$ cat config.mk
export PLATFORM = sky130hd
export DESIGN_NAME = aes_key_sequencer
export DESIGN_NICKNAME = d
export VERILOG_FILES = /design/src/rtl/aes_key_sequencer_pkg.sv /design/src/rtl/aes_cycle_counter.sv /design/src/rtl/aes_key_sequencer.sv
export SDC_FILE = /design/constraint.sdc
export NUM_CORES = 1
export LEC_CHECK = 0
export CAP_MARGIN = 20
export CORE_ASPECT_RATIO = 2
export CORE_MARGIN = 1.5
export CORE_UTILIZATION = 42
export CTS_CLUSTER_DIAMETER = 80
export DETAILED_ROUTE_END_ITERATION = 16
export MAX_ROUTING_LAYER = met4
export PLACE_DENSITY = 0.81
export SYNTH_ARGS = -nofsm -noshare
export SYNTH_HDL_FRONTEND = slang
export SYNTH_SLANG_ARGS = --single-unit
$ cat constraint.sdc
create_clock -name clock -period 1.85 [get_ports clock]
set_input_delay 0.37 -clock clock [delete_from_list [all_inputs] [get_ports clock]]
set_output_delay 0.37 -clock clock [all_outputs]
set_load 0.1 [all_outputs]
$ cat src/rtl/aes_key_sequencer_pkg.sv
// Shared definitions for the AES-128 key sequencer: key and epoch widths,
// FSM state encoding, and a helper for sizing the shared cycle counter.
package aes_key_sequencer_pkg;

  localparam int AES_KEY_WIDTH = 128;
  localparam int EPOCH_WIDTH   = 4;

  typedef enum logic [2:0] {
    ST_IDLE  = 3'd0,
    ST_DRAIN = 3'd1,
    ST_START = 3'd2,
    ST_WAIT  = 3'd3,
    ST_RUN   = 3'd4
  } seq_state_t;

  // Largest of the three phase lengths; the counter must hold it.
  function automatic int max3(input int a, input int b, input int c);
    int m;
    m = (a > b) ? a : b;
    m = (m > c) ? m : c;
    return m;
  endfunction

endpackage

$ cat src/rtl/aes_cycle_counter.sv
// Loadable down-counter shared by the DRAIN/START/WAIT phases.
//   clock, resetN : clock and asynchronous active-low reset
//   load, load_val: load a new count (has priority over dec)
//   dec           : decrement by one, saturating at zero
//   zero          : count is zero
module aes_cycle_counter #(
  parameter int W = 4
) (
  input  logic         clock,
  input  logic         resetN,
  input  logic         load,
  input  logic [W-1:0] load_val,
  input  logic         dec,
  output logic         zero
);

  logic [W-1:0] count;

  always_ff @(posedge clock or negedge resetN) begin
    if (!resetN)                count <= '0;
    else if (load)              count <= load_val;
    else if (dec && count != '0) count <= count - 1'b1;
  end

  assign zero = (count == '0);

endmodule

$ cat src/rtl/aes_key_sequencer.sv
// Sequencer for the pipelined AES-128 key_creation block.
// Accepts a cipher key over valid/ready, drains the encrypt pipeline if it
// was running, pulses startTransition, waits for round keys to settle, then
// re-opens the datapath and bumps keyEpoch.
//   clock, resetN    : clock, asynchronous active-low reset
//   keyIn, keyValid  : key source; held until keyAccept
//   keyAccept        : sequencer takes a key this cycle (IDLE or RUN)
//   roundKeyInput    : registered key to key_creation
//   startTransition  : registered start pulse to key_creation
//   dataValidIn      : upstream block strobe (legal only when !dataStall)
//   dataStall        : upstream must not issue blocks
//   keysReady        : round keys valid for the current key
//   keyEpoch         : count of completed key loads (wraps)
module aes_key_sequencer
  import aes_key_sequencer_pkg::*;
#(
  parameter int START_PULSE_CYCLES = 5,
  parameter int KEY_LATENCY        = 11,
  parameter int PIPE_DEPTH         = 11
) (
  input  logic                     clock,
  input  logic                     resetN,
  input  logic [AES_KEY_WIDTH-1:0] keyIn,
  input  logic                     keyValid,
  output logic                     keyAccept,
  output logic [AES_KEY_WIDTH-1:0] roundKeyInput,
  output logic                     startTransition,
  input  logic                     dataValidIn,
  output logic                     dataStall,
  output logic                     keysReady,
  output logic [EPOCH_WIDTH-1:0]   keyEpoch
);

  localparam int CNT_W = $clog2(max3(START_PULSE_CYCLES, KEY_LATENCY, PIPE_DEPTH) + 1);
  localparam logic [CNT_W-1:0] START_LOAD = CNT_W'(START_PULSE_CYCLES - 1);
  localparam logic [CNT_W-1:0] WAIT_LOAD  = CNT_W'(KEY_LATENCY - 1);
  localparam logic [CNT_W-1:0] DRAIN_LOAD = CNT_W'(PIPE_DEPTH - 1);

  seq_state_t               state, state_nx;
  logic                     transfer;
  logic                     cnt_load, cnt_dec, cnt_zero;
  logic [CNT_W-1:0]         cnt_load_val;
  logic [AES_KEY_WIDTH-1:0] round_key_q;
  logic                     start_q, ready_q;
  logic [EPOCH_WIDTH-1:0]   epoch_q;

  // The drain length is fixed at PIPE_DEPTH regardless of how many blocks
  // are actually in flight, so the issue strobe carries no information here.
  logic unused_data_valid;
  assign unused_data_valid = dataValidIn;

  assign keyAccept = (state == ST_IDLE) || (state == ST_RUN);
  assign dataStall = (state != ST_RUN);
  assign transfer  = keyValid && keyAccept;

  aes_cycle_counter #(.W(CNT_W)) u_cnt (
    .clock    (clock),
    .resetN   (resetN),
    .load     (cnt_load),
    .load_val (cnt_load_val),
    .dec      (cnt_dec),
    .zero     (cnt_zero)
  );

  always_comb begin
    state_nx     = state;
    cnt_load     = 1'b0;
    cnt_dec      = 1'b0;
    cnt_load_val = '0;
    case (state)
      ST_IDLE: if (transfer) begin
        state_nx     = ST_START;
        cnt_load     = 1'b1;
        cnt_load_val = START_LOAD;
      end
      ST_RUN: if (transfer) begin
        state_nx     = ST_DRAIN;
        cnt_load     = 1'b1;
        cnt_load_val = DRAIN_LOAD;
      end
      ST_DRAIN: if (cnt_zero) begin
        state_nx     = ST_START;
        cnt_load     = 1'b1;
        cnt_load_val = START_LOAD;
      end else cnt_dec = 1'b1;
      ST_START: if (cnt_zero) begin
        state_nx     = ST_WAIT;
        cnt_load     = 1'b1;
        cnt_load_val = WAIT_LOAD;
      end else cnt_dec = 1'b1;
      ST_WAIT: if (cnt_zero) state_nx = ST_RUN;
               else          cnt_dec  = 1'b1;
      default: state_nx = ST_IDLE;
    endcase
  end

  always_ff @(posedge clock or negedge resetN) begin
    if (!resetN) begin
      state       <= ST_IDLE;
      round_key_q <= '0;
      start_q     <= 1'b0;
      ready_q     <= 1'b0;
      epoch_q     <= '0;
    end else begin
      state   <= state_nx;
      // Registered pulse: high exactly while the FSM sits in START.
      start_q <= (state_nx == ST_START);
      if (transfer) begin
        round_key_q <= keyIn;
        ready_q     <= 1'b0;
      end else if (state == ST_WAIT && cnt_zero) begin
        ready_q <= 1'b1;
        epoch_q <= epoch_q + 1'b1;
      end
    end
  end

  assign roundKeyInput   = round_key_q;
  assign startTransition = start_q;
  assign keysReady       = ready_q;
  assign keyEpoch        = epoch_q;

endmodule

==> impl_metrics.yaml, run 1 <==
final_layout:
  fin_nets: 768
  layout.filler_cells: 710
  antenna-diode-count: 0
  areaGrowthSynthToFinish_pct: 84.5
  final_cells: 836
  drive_gt1_frac: 0.509
min_path:
  hold_path_class: "primary input to asynchronous set/reset pin"
clocking:
  cts_inserted_buffers: 17
  worst_skew_pair.late_latency_ps: 410
  cts.sinks: 141
  clk_pin_slew_ps: 60
  cts.htree.levels: 4
  tritoncts: "done"
  cell_chosen_for_the_clock_root: "sky130_fd_sc_hd__clkbuf_16"
  longest_clk_path_bufs: 2
critical_path:
  critPathCaptureType: "flip-flop"
  crit_required_ps: 2140
  cp_bufs_invs: 1
  startpoint_type: "flip-flop"
  slowest_stage: "sky130_fd_sc_hd__or3b_2"
  path_max_fanout: 5
  worstPathArrival_ps: 2090
  worst_r2r_path_depth: 6
  worst_path_dominant_cell_family: "simple AND/OR/NAND/NOR gates"
  worstPathCellList: "inv_1 > ha_2 > or3b_2 > a21oi_2 > a21oi_1 > o22a_1"
  critPathKind: "flip-flop to flip-flop"
  critical_path.max_stage_delay_ps: 520
  cp.depth: 6
logic_synthesis:
  post_synth.cell_area_avg_um2: 17.2
  synth-seq-cells: 141
  yosys.cell_types.count: 40
  synth_top_cell_area_share: 0.598
  synthesis.instances: 344
  adder_and_majority_gate_portion_of_the_synthesized_area: 0.00424
  post_synthesis_share_of_cell_area_spent_on_and_or_nand_and_nor_gates: 0.0273
  syn_area_um2: 5900
  synth_ff_type: "sky130_fd_sc_hd__dfrtp_1"
  synth_warnings: 0
  ys_seq_area_frac: 0.598
  synth.area.top_cells: "sky130_fd_sc_hd__dfrtp_1 (60%), sky130_fd_sc_hd__mux2_4 (25%), sky130_fd_sc_hd__mux2_2 (5.9%)"
  syn-num-nets: 478
  synth-xor-area-share: 0.00593
  synth_most_common_cell: "sky130_fd_sc_hd__dfrtp_1"
  async_flop_share: 1.00
  synth-edff-count: 0
  synth_top_family_by_area: "multiplexers"
  synth_top_cells_by_count: "sky130_fd_sc_hd__dfrtp_1 (141), sky130_fd_sc_hd__mux2_4 (98), sky130_fd_sc_hd__mux2_2 (31), sky130_fd_sc_hd__buf_6 (12), sky130_fd_sc_hd__a21oi_1 (8)"
  yosysTopAreaCell: "sky130_fd_sc_hd__dfrtp_1"
  post_synth_mux_area_share: 0.312
  synth_compound_area_frac: 0.0225
drt:
  totalWireLength_um: 17500
  total_via_count_in_the_routed_design: 4131
  drt_pass1_iterations: 6
  ant_nets: 0
  drt_iter0_drc: 132
  detail_route.wl_per_cell_um: 20.9
  detail_route.drc_violations: 0
  detail_route.vias_per_cell: 4.94
floorplan:
  floorplan.initialDensity: 0.427
  design.die.area_um2: 14800
  fp.coreArea_um2: 13800
  num_io_pins: 268
  placementRows: 61
  die_x_um: 86.8
  die-height_um: 171
timing:
  slew-limit-headroom: 0.734
  finalCriticalPeriod_ps: 1790
  timing.final.hold_violations: 0
  max_freq_mhz: 558
  final_max_slew_viol_count: 0
  setup_viol_count_final: 0
  grt_setup_unrepaired: "false"
  sum_of_negative_setup_slack_ps: 0
  layout_setup_ws_ps: 57.1
  clk_skew_ps: 11.6
  worst_pin_slew_ps: 400
  layout_worst_path_cycle_share: 0.969
place:
  detailedPlace.worstSlack_ps: -65.8
  place_congestion: 0.849
  dp_cells: 799
  quantity_of_i_o_buffers_inserted_on_ports: 266
  detailedPlacementHpwl_um: 13300
grt:
  grt_start_max_net_pins: 47
  first_global_vias: 4654
  global_route.usage.total: 0.247
  grt_antenna_before_repair: 0
  globalRoute.totalOverflow: 0
  global_route_wire_length_before_repair_um: 26300
run:
  maxCapViolations: 0
outcome:
  run_status: "completed"
==> cell type report <==
type / instances / area [um^2] / share of cell area
Multi-Input combinational cell: 181 / 2220 / 0.204
Sequential cell: 141 / 3530 / 0.324
Timing Repair Buffer: 289 / 4260 / 0.391
Clock buffer: 20 / 437 / 0.0401
Inverter: 4 / 15.0 / 0.00138
Tap cell: 189 / 236 / 0.0217
Clock inverter: 12 / 185 / 0.0170
==> layout by cell type (no fill, tap or decap), types with 4 or more instances in the layout <==
| master | instances |
|---|---|
| sky130_fd_sc_hd__clkbuf_16 | 17 |
| sky130_fd_sc_hd__mux2_2 | 31 |
| sky130_fd_sc_hd__clkdlybuf4s50_1 | 129 |
| sky130_fd_sc_hd__buf_4 | 17 |
| sky130_fd_sc_hd__dfrtp_1 | 139 |
| sky130_fd_sc_hd__buf_12 | 141 |
| sky130_fd_sc_hd__mux2_4 | 98 |
| sky130_fd_sc_hd__inv_1 | 4 |
| sky130_fd_sc_hd__bufinv_16 | 4 |
| sky130_fd_sc_hd__nor2_1 | 4 |
| sky130_fd_sc_hd__a21oi_1 | 7 |
==> through the flow <==
step                      utilization  hold WS, ps  instance area, um^2
after floorplan                     -         74.4                 5910
after global placement          0.739          306                10200
after detailed placement        0.739          310                10200
after CTS                       0.787          467                10900
after global routing            0.788          492                10900
final                           0.788          468                10900
==> sequential cells by signal, indices dropped and copies added, names as in the netlist <==
signal and flops:
startTransition 1, roundKeyInput 128, state 3, keyEpoch 4
u_cnt.count 4, keysReady 1
==> metal layers <==
layer / routed length (um) / vias up / share of wire / global-route usage
li1: - / 1794 / - / -
met1: 5630 / 2065 / 0.32 / 0.248
met2: 10100 / 223 / 0.58 / 0.441
met3: 1040 / 49 / 0.060 / 0.0637
met4: 671 / 0 / 0.038 / 0.104
met5: 0 / - / 0 / -
==> final timing paths <==
check,endpoint,start,slack [ps]
max,u_cnt.count[1]$_DFFE_PN0P_,u_cnt.count[0]$_DFFE_PN0P_,60
min,roundKeyInput[102]$_DFFE_PN0P_,resetN,470
max reg2reg,u_cnt.count[1]$_DFFE_PN0P_,u_cnt.count[0]$_DFFE_PN0P_,60
min reg2reg,keyEpoch[3]$_DFFE_PN0P_,keyEpoch[3]$_DFFE_PN0P_,530
max in group asynchronous,state[0]$_DFF_PN0_,resetN,700
min in group clock,keyEpoch[3]$_DFFE_PN0P_,keyEpoch[3]$_DFFE_PN0P_,530
==> kinds of logic after synthesis <==
family / Yosys count
flops: 141
buf+inv: 22
compound gates: 19
simple gates: 25
xor+xnor: 4
fa+ha+maj: 2
mux: 131
==> timing repair <==
action / in CTS / in global routing
pin swaps: 0 / 1
hold endpoints to repair: 34 / 0
setup buffers: 2 / 2
setup endpoints to repair: 3 / 3
hold buffers: 1 / 0
gates resized for setup: 3 / 2
Power of run 1 is left out: the tool's default activity adds up to more than one toggle a clock period on the data nets, which glitch-free logic cannot reach.
==> run 2: changes to the inputs <==
--- a/config.mk
+++ b/config.mk
@@ -5,7 +5,7 @@
 export SDC_FILE = /design/constraint.sdc
 export NUM_CORES = 1
 export LEC_CHECK = 0
-export CAP_MARGIN = 20
+export CAP_MARGIN = 30
 export CORE_ASPECT_RATIO = 2
 export CORE_MARGIN = 1.5
 export CORE_UTILIZATION = 42
==> results of run 2 <==
The final DEF is identical to that of run 1; final timing and power are the same.
Power of run 2 is left out for the same reason.
